## config.mk

```make
export PLATFORM = sky130hd
export DESIGN_NAME = master_port_flat
export DESIGN_NICKNAME = d
export VERILOG_FILES = /design/src/rtl/bus_pkg.sv /design/src/rtl/master_port_if.sv /design/src/rtl/ser_shift_reg.sv /design/src/rtl/master_port.sv /design/src/flat_wrapper.sv
export SDC_FILE = /design/constraint.sdc
export NUM_CORES = 1
export LEC_CHECK = 0
export CORE_MARGIN = 3
export CORE_UTILIZATION = 40
export DETAILED_ROUTE_END_ITERATION = 10
export PLACE_DENSITY = 0.61
export SLEW_MARGIN = 5
export SYNTH_ARGS = -nofsm -noshare
export SYNTH_HDL_FRONTEND = slang
export SYNTH_SLANG_ARGS = --single-unit
```

## constraint.sdc

```tcl
create_clock -name in_clk -period 2.15 [get_ports in_clk]
set_clock_uncertainty 0.15 [all_clocks]
set_input_delay 0.215 -clock in_clk [delete_from_list [all_inputs] [get_ports in_clk]]
set_output_delay 0.215 -clock in_clk [all_outputs]
set_load 0.01 [all_outputs]
```

## src/rtl/bus_pkg.sv

```systemverilog
// Shared serial-bus definitions: default widths, initiator port state type
// and a width helper for the per-transaction bit counter.
package bus_pkg;

  localparam int ADDR_W = 12;
  localparam int DATA_W = 8;

  typedef enum logic [2:0] {
    MP_IDLE,
    MP_REQ,
    MP_ADDR,
    MP_WDATA,
    MP_WAIT,
    MP_RDATA,
    MP_SPLIT,
    MP_DONE
  } mp_state_t;

  // Counter must hold the largest field length without wrapping.
  function automatic int cnt_width(input int a, input int b);
    return $clog2(((a > b) ? a : b) + 1);
  endfunction

endpackage

```

## src/rtl/master_port_if.sv

```systemverilog
// Initiator-side serial bus port signals: parallel request/response towards
// the initiator, request/grant towards the arbiter, serial lanes to the target.
interface master_port_if
  import bus_pkg::*;
#(
  parameter int ADDR_W = bus_pkg::ADDR_W,
  parameter int DATA_W = bus_pkg::DATA_W
) ();

  logic              par_in_valid;
  logic              par_in_write;
  logic [ADDR_W-1:0] par_addr;
  logic [DATA_W-1:0] par_wdata;
  logic              par_out_ready;
  logic              par_out_valid;
  logic [DATA_W-1:0] par_rdata;
  logic              bus_req;
  logic              bus_grant;
  logic              ser_out_valid;
  logic              out_write;
  logic              ser_addr;
  logic              ser_wdata;
  logic              ser_in_valid;
  logic              ser_rdata;
  logic              in_split_en;

  // The port itself.
  modport master (
    input  par_in_valid, par_in_write, par_addr, par_wdata,
    input  bus_grant, ser_in_valid, ser_rdata, in_split_en,
    output par_out_ready, par_out_valid, par_rdata,
    output bus_req, ser_out_valid, out_write, ser_addr, ser_wdata
  );

  // Everything around the port: initiator, arbiter and target.
  modport slave (
    output par_in_valid, par_in_write, par_addr, par_wdata,
    output bus_grant, ser_in_valid, ser_rdata, in_split_en,
    input  par_out_ready, par_out_valid, par_rdata,
    input  bus_req, ser_out_valid, out_write, ser_addr, ser_wdata
  );

endinterface

```

## src/rtl/ser_shift_reg.sv

```systemverilog
// Right-shifting serialiser/deserialiser: parallel load, then each enabled
// cycle bit 0 leaves and sin enters at the MSB. With sin tied low it emits a
// word LSB-first; fed with serial data it assembles an LSB-first word.
module ser_shift_reg #(
  parameter int W = 8
) (
  input  logic         clk,
  input  logic         reset,
  input  logic         load,
  input  logic [W-1:0] din,
  input  logic         en,
  input  logic         sin,
  output logic [W-1:0] q
);

  // Load has priority so a new transaction always starts from fresh data.
  always_ff @(posedge clk) begin
    if (reset)     q <= '0;
    else if (load) q <= din;
    else if (en)   q <= {sin, q[W-1:1]};
  end

endmodule

```

## src/rtl/master_port.sv

```systemverilog
// Initiator-side serial bus port. Accepts one parallel request, requests the
// bus, shifts address (and write data) out LSB-first while granted, then
// collects the write ack or the serial read byte, honouring target splits.
module master_port
  import bus_pkg::*;
#(
  parameter int ADDR_W = bus_pkg::ADDR_W,
  parameter int DATA_W = bus_pkg::DATA_W
) (
  input logic           in_clk,
  input logic           reset,
  master_port_if.master mp
);

  localparam int CNT_W = cnt_width(ADDR_W, DATA_W);
  localparam logic [CNT_W-1:0] A_LAST = CNT_W'(ADDR_W - 1);
  localparam logic [CNT_W-1:0] D_LAST = CNT_W'(DATA_W - 1);

  mp_state_t         state, nxt, saved;
  logic [CNT_W-1:0]  cnt;
  logic              wr;
  logic [ADDR_W-1:0] addr_q;
  logic [DATA_W-1:0] wdata_q, rdata_q;

  logic accept, a_step, d_step, r_step;
  logic rdy, done_vld, req, sov, wr_out, saddr, swdata;
  logic [DATA_W-1:0] rdata;

  // A bit only moves when it is actually on the wire (granted) or, for
  // reads, when the target qualifies it outside a split.
  assign accept = (state == MP_IDLE) && mp.par_in_valid;
  assign a_step = (state == MP_ADDR) && mp.bus_grant;
  assign d_step = (state == MP_WDATA) && mp.bus_grant;
  assign r_step = (state == MP_RDATA) && mp.ser_in_valid && !mp.in_split_en;

  ser_shift_reg #(.W(ADDR_W)) u_addr_sr (
    .clk(in_clk), .reset(reset), .load(accept), .din(mp.par_addr),
    .en(a_step), .sin(1'b0), .q(addr_q)
  );

  ser_shift_reg #(.W(DATA_W)) u_wdata_sr (
    .clk(in_clk), .reset(reset), .load(accept), .din(mp.par_wdata),
    .en(d_step), .sin(1'b0), .q(wdata_q)
  );

  ser_shift_reg #(.W(DATA_W)) u_rdata_sr (
    .clk(in_clk), .reset(reset), .load(accept), .din('0),
    .en(r_step), .sin(mp.ser_rdata), .q(rdata_q)
  );

  // Only bit 0 of the outgoing registers is ever driven onto the bus.
  logic unused_sr_bits;
  assign unused_sr_bits = ^{addr_q[ADDR_W-1:1], wdata_q[DATA_W-1:1]};

  // State register.
  always_ff @(posedge in_clk) begin
    if (reset) state <= MP_IDLE;
    else       state <= nxt;
  end

  // Bit counter, latched direction and the state to resume after a split.
  always_ff @(posedge in_clk) begin
    if (reset) begin
      cnt   <= '0;
      wr    <= 1'b0;
      saved <= MP_IDLE;
    end else begin
      if (accept) begin
        cnt <= '0;
        wr  <= mp.par_in_write;
      end else if (a_step) begin
        cnt <= (cnt == A_LAST) ? '0 : cnt + CNT_W'(1);
      end else if (d_step) begin
        cnt <= (cnt == D_LAST) ? '0 : cnt + CNT_W'(1);
      end else if (r_step) begin
        cnt <= cnt + CNT_W'(1);
      end
      if ((state == MP_WAIT || state == MP_RDATA) && mp.in_split_en)
        saved <= state;
    end
  end

  // Next-state logic; split wins over a coincident ser_in_valid.
  always_comb begin
    nxt = state;
    case (state)
      MP_IDLE:  if (mp.par_in_valid) nxt = MP_REQ;
      MP_REQ:   if (mp.bus_grant) nxt = MP_ADDR;
      MP_ADDR:  if (mp.bus_grant && cnt == A_LAST) nxt = wr ? MP_WDATA : MP_RDATA;
      MP_WDATA: if (mp.bus_grant && cnt == D_LAST) nxt = MP_WAIT;
      MP_WAIT: begin
        if (mp.in_split_en)       nxt = MP_SPLIT;
        else if (mp.ser_in_valid) nxt = MP_DONE;
      end
      MP_RDATA: begin
        if (mp.in_split_en)                          nxt = MP_SPLIT;
        else if (mp.ser_in_valid && cnt == D_LAST)   nxt = MP_DONE;
      end
      MP_SPLIT: if (!mp.in_split_en && mp.bus_grant) nxt = saved;
      MP_DONE:  nxt = MP_IDLE;
      default:  nxt = MP_IDLE;
    endcase
  end

  // Outputs decoded from state; bit-valid follows grant in the same cycle.
  always_comb begin
    rdy      = 1'b0;
    done_vld = 1'b0;
    rdata    = '0;
    req      = 1'b0;
    sov      = 1'b0;
    saddr    = 1'b0;
    swdata   = 1'b0;
    wr_out   = (state != MP_IDLE) && wr;
    case (state)
      MP_IDLE: rdy = 1'b1;
      MP_REQ:  req = 1'b1;
      MP_ADDR: begin
        req   = 1'b1;
        sov   = mp.bus_grant;
        saddr = addr_q[0];
      end
      MP_WDATA: begin
        req    = 1'b1;
        sov    = mp.bus_grant;
        swdata = wdata_q[0];
      end
      MP_WAIT, MP_RDATA: req = 1'b1;
      MP_SPLIT: req = !mp.in_split_en;
      MP_DONE: begin
        done_vld = 1'b1;
        rdata    = wr ? '0 : rdata_q;
      end
      default: ;
    endcase
  end

  assign mp.par_out_ready = rdy;
  assign mp.par_out_valid = done_vld;
  assign mp.par_rdata     = rdata;
  assign mp.bus_req       = req;
  assign mp.ser_out_valid = sov;
  assign mp.out_write     = wr_out;
  assign mp.ser_addr      = saddr;
  assign mp.ser_wdata     = swdata;

endmodule

```

## src/flat_wrapper.sv

```systemverilog
// flat-port wrapper written by rule: the top's interface ports become plain ports
module master_port_flat import bus_pkg::*;
#(
  parameter int ADDR_W = bus_pkg::ADDR_W,
  parameter int DATA_W = bus_pkg::DATA_W
)
  (in_clk, reset, mp_par_in_valid, mp_par_in_write, mp_par_addr, mp_par_wdata, mp_bus_grant, mp_ser_in_valid, mp_ser_rdata, mp_in_split_en, mp_par_out_ready, mp_par_out_valid, mp_par_rdata, mp_bus_req, mp_ser_out_valid, mp_out_write, mp_ser_addr, mp_ser_wdata);
  master_port_if #(.ADDR_W(ADDR_W), .DATA_W(DATA_W)) mp_i ();
  input logic in_clk;
  input logic reset;
  input wire logic [$bits(mp_i.par_in_valid)-1:0] mp_par_in_valid;
  input wire logic [$bits(mp_i.par_in_write)-1:0] mp_par_in_write;
  input wire logic [$bits(mp_i.par_addr)-1:0] mp_par_addr;
  input wire logic [$bits(mp_i.par_wdata)-1:0] mp_par_wdata;
  input wire logic [$bits(mp_i.bus_grant)-1:0] mp_bus_grant;
  input wire logic [$bits(mp_i.ser_in_valid)-1:0] mp_ser_in_valid;
  input wire logic [$bits(mp_i.ser_rdata)-1:0] mp_ser_rdata;
  input wire logic [$bits(mp_i.in_split_en)-1:0] mp_in_split_en;
  output wire logic [$bits(mp_i.par_out_ready)-1:0] mp_par_out_ready;
  output wire logic [$bits(mp_i.par_out_valid)-1:0] mp_par_out_valid;
  output wire logic [$bits(mp_i.par_rdata)-1:0] mp_par_rdata;
  output wire logic [$bits(mp_i.bus_req)-1:0] mp_bus_req;
  output wire logic [$bits(mp_i.ser_out_valid)-1:0] mp_ser_out_valid;
  output wire logic [$bits(mp_i.out_write)-1:0] mp_out_write;
  output wire logic [$bits(mp_i.ser_addr)-1:0] mp_ser_addr;
  output wire logic [$bits(mp_i.ser_wdata)-1:0] mp_ser_wdata;
  assign mp_i.par_in_valid = mp_par_in_valid;
  assign mp_i.par_in_write = mp_par_in_write;
  assign mp_i.par_addr = mp_par_addr;
  assign mp_i.par_wdata = mp_par_wdata;
  assign mp_i.bus_grant = mp_bus_grant;
  assign mp_i.ser_in_valid = mp_ser_in_valid;
  assign mp_i.ser_rdata = mp_ser_rdata;
  assign mp_i.in_split_en = mp_in_split_en;
  assign mp_par_out_ready = mp_i.par_out_ready;
  assign mp_par_out_valid = mp_i.par_out_valid;
  assign mp_par_rdata = mp_i.par_rdata;
  assign mp_bus_req = mp_i.bus_req;
  assign mp_ser_out_valid = mp_i.ser_out_valid;
  assign mp_out_write = mp_i.out_write;
  assign mp_ser_addr = mp_i.ser_addr;
  assign mp_ser_wdata = mp_i.ser_wdata;
  master_port #(.ADDR_W(ADDR_W), .DATA_W(DATA_W)) u_core (.in_clk(in_clk), .reset(reset), .mp(mp_i));
endmodule
```

==> metrics.md <==
| Metric | Value |
|---|---|
| Setup violations, final | 0 |
| Tmin final | 2.046 ns |
| Setup TNS | 0 ns |
| Setup ws final | 0.1038 ns |
| Hold path cells | 2 |
| Tot GR Track Use | 0.1533 |
| Ys Warns | 0 |
| Share of cells above drive strength 1 | 0.1418 |
| DP HPWL | 3.187 mm |
| Max rail drop VDD | 654.6 uV |
| Net count after synthesis | 256 |
| Largest cells by area after synthesis | dfxtp_1 39%, mux2i_1 12%, nor2_1 6.8% |
| Synth Area in Adders | 0.006250 |
| Cell variety after synth | 50 |
| Synth Flop Type | dfxtp_1 |
| Worst R2R Start | u_core.state[1]$_SDFFE_PP0P_ |
| CP delay by family, top | buffers and inverters |
| Mapped Avg Cell Area | 8.819 sq um |
| Netlist Area Pre-Place | 0.002002 sq mm |
| # rows | 25 |
| Routed Antenna Nets | 0 |
| Initial core utilization | 0.4183 |
| Clock insertion delay at the later pin of the skew report | 0.29 ns |
| Gr ovfl total | 0 |
| # fillers | 466 |
| Max-cap violations | 0 |
| WL/cell | 12.58 um |
| Core area | 0.004786 sq mm |
| Final WL | 4.303 mm |
| Met1 Use GR | 0.2138 |
| Synth Area in Compound Gates | 0.1719 |
| Die Ht | 76.75 um |
| Async S/R FF share, synth | 0 |
| Ports | 43 |
| Area Overhead vs Synth | 31.94% |
| Remaining DRCs | 0 |
| Clock Pin Slew Worst Setup and Hold Paths | 0.07 ns |
| Grt met2 use | 0.2291 |
| Sequential share of the synthesized area | 0.3900 |
| WP buf/inv | 1 |
| CTS max path bufs | 2 |
| Register-to-Register Path Depth | 6 |
| CP Capture Type | primary output |
| R2r setup slk | 0.28 ns |
| Final Hold Slack | 0.3031 ns |
| Die area | 0.005890 sq mm |
| Static leakage | 1.017 nW |
| Cell taking the most area after synthesis | dfxtp_1 |
| Crit path from | u_core.state[2]$_SDFFE_PP0P_ |
| Syn Inst Count | 227 |
| DP Cell Count | 334 |
| Met3 Usage GRT | 0.03756 |
| Vias in the first global route | 1,642 |
| Worst slew margin | 0.7115 |
| RR Endpoint | u_core.state[1]$_SDFFE_PP0P_ |
| Final hold vios | 0 |
| Port bufs | 42 |
| EDFF count, synth | 0 |
| Final critical-path share of the clock period | 0.9517 |
| H-tree lvl count | 2 |
| Critical path type | reg2out |
| Worst slew pin tran | 0.4281 ns |
| Post-synthesis simple-gate area fraction | 0.2488 |
| Final core utilization | 0.5519 |
| Crit path max-delay cell type | clkdlybuf4s50_1 |
| Slowest stage delay, CP | 0.58 ns |
| Worst-path maximum fanout | 8 |
| Status | completed |
| Die X | 76.75 um |
| Worst path depth | 3 |
| Most common cell in the synthesized netlist | dfxtp_1 |
| First-pass GRT wire length | 7.527 mm |
| GRT busiest layer | met2 |
| Post-synth top cells | 39 x dfxtp_1, 36 x nor2_1, 23 x mux2i_1 |
| Class of the worst hold path | reg2reg |
| Cell Chain, Critical Path | nand2b_2 > nor3b_2 > clkdlybuf4s50_1 |
| TritonCTS Sinks | 39 |
| Root buffer cell | clkbuf_8 |
| Largest net degree at the start of global routing | 29 |
| CP arrival | 1.68 ns |
| Post-Place Worst Slack | 0.1278 ns |
| Starting DRT DRC Count | 95 |
| Largest family of logic cells by synthesized area | simple AND/OR/NAND/NOR gates |
| NumNets Final | 303 |
| Req. time, crit path | 1.78 ns |
| Via/cell ratio | 5.094 |
| Portion of netlist area occupied by mux cells | 0.1206 |
| Worst setup SP type | flip-flop |
| Initial antenna violation count | 0 |
| Critical Path End | mp_ser_addr |
| CTS tree | built |
| Final-report max-slew violation count | 0 |
| Power Density | 1016 mW/mm^2 |
| RePlAce Congestion | 0.7968 |
| RSZ-0062 raised after global routing | false |
| Register bit total from synthesis | 39 |
| Hold buffers post-CTS | 0 |
| Post-Layout Cell Count | 342 |
| Post-synthesis xor/xnor area fraction | 0.008750 |
| N_diodes | 0 |
| DR pass1 iterations | 5 |
| Achievable Freq | 488.7 MHz |
| Area share of the largest cell type after synthesis | 0.3900 |
| CTS buffer count | 5 |
| Routed via count | 1,742 |
## sequential cells by signal (all words and copies together), names as in the netlist
signal               flops
u_core.u_addr_sr.q      12
u_core.u_rdata_sr.q      8
u_core.u_wdata_sr.q      8
u_core.cnt               4
u_core.saved             3
u_core.state             3
u_core.wr                1
## report_power, final
part	switching, mW	leakage, nW	internal (mW)	total (mW)
Sequential	0.117	0.321	0.893	1.01
Clock	0.253	0.0412	0.227	0.480
Combinational	0.623	0.655	0.570	1.19
Total	0.993	1.02	1.69	2.68
## worst min-delay path by stage
stage,start,end
2_1_floorplan,mp_par_in_write,u_core.wr$_SDFFE_PP0P_
3_3_place_gp,u_core.saved[2]$_SDFFE_PP0P_,u_core.saved[2]$_SDFFE_PP0P_
3_5_place_dp,u_core.saved[2]$_SDFFE_PP0P_,u_core.saved[2]$_SDFFE_PP0P_
4_1_cts,u_core.saved[2]$_SDFFE_PP0P_,u_core.saved[2]$_SDFFE_PP0P_
5_1_grt,u_core.saved[2]$_SDFFE_PP0P_,u_core.saved[2]$_SDFFE_PP0P_
6_report,u_core.saved[2]$_SDFFE_PP0P_,u_core.saved[2]$_SDFFE_PP0P_
## routing by layer
metal / up-vias / wire length [um]
met1: 784 / 2137
li1: 905 / -
met4: 0 / 75
met5: - / 0
met2: 44 / 1882
met3: 9 / 208
## cells by family after synthesis
kind of cell / count (synthesis)
buffers and inverters: 20
AOI/OAI and AO/OA: 46
xor gates and xnor gates: 2
muxes: 24
adders and majority gates: 1
DFF: 39
and+or+nand+nor: 95
## stage by stage
step	cell area, sq um	total power [mW]
floorplan	2002	1.827
global placement	2531	2.194
detailed placement	2531	2.194
CTS	2624	2.692
global route	2641	2.888
finish	2641	2.683
## worst reg2reg max path, stage by stage (launching register included)
cell      delay [ns]
dfxtp_4         0.39
buf_4           0.17
or3b_4          0.47
o221ai_2        0.22
o41ai_2         0.13
mux2i_1         0.17
nor2_1          0.06
## what timing repair did
action	4_1_cts	5_1_grt
endpoints found under the setup margin	10	12
gates resized for setup	3	6
setup buffers	0	0
## layout by cell type (no fill, tap or decap), types with 4 or more instances in the layout
| cell | n |
|---|---|
| a211oi_1 | 11 |
| a21oi_1 | 11 |
| a311oi_1 | 7 |
| and3_1 | 9 |
| buf_4 | 13 |
| clkbuf_8 | 5 |
| clkdlybuf4s50_1 | 41 |
| dfxtp_1 | 36 |
| mux2i_1 | 23 |
| nand2_1 | 18 |
| nand3_1 | 8 |
| nor2_1 | 36 |
| o21ai_0 | 4 |
## layout make-up
class / count / area [sq um] / area share
clock inverter: 2 / 12.51 / 0.004737
tap: 67 / 83.83 / 0.03174
multi-input combinational: 168 / 1130 / 0.4278
clock buffer: 6 / 72.57 / 0.02748
inverter: 4 / 15.01 / 0.005685
timing repair buffer: 56 / 540.5 / 0.2046
sequential: 39 / 787.0 / 0.2980
(Power assumes the default switching activity.)
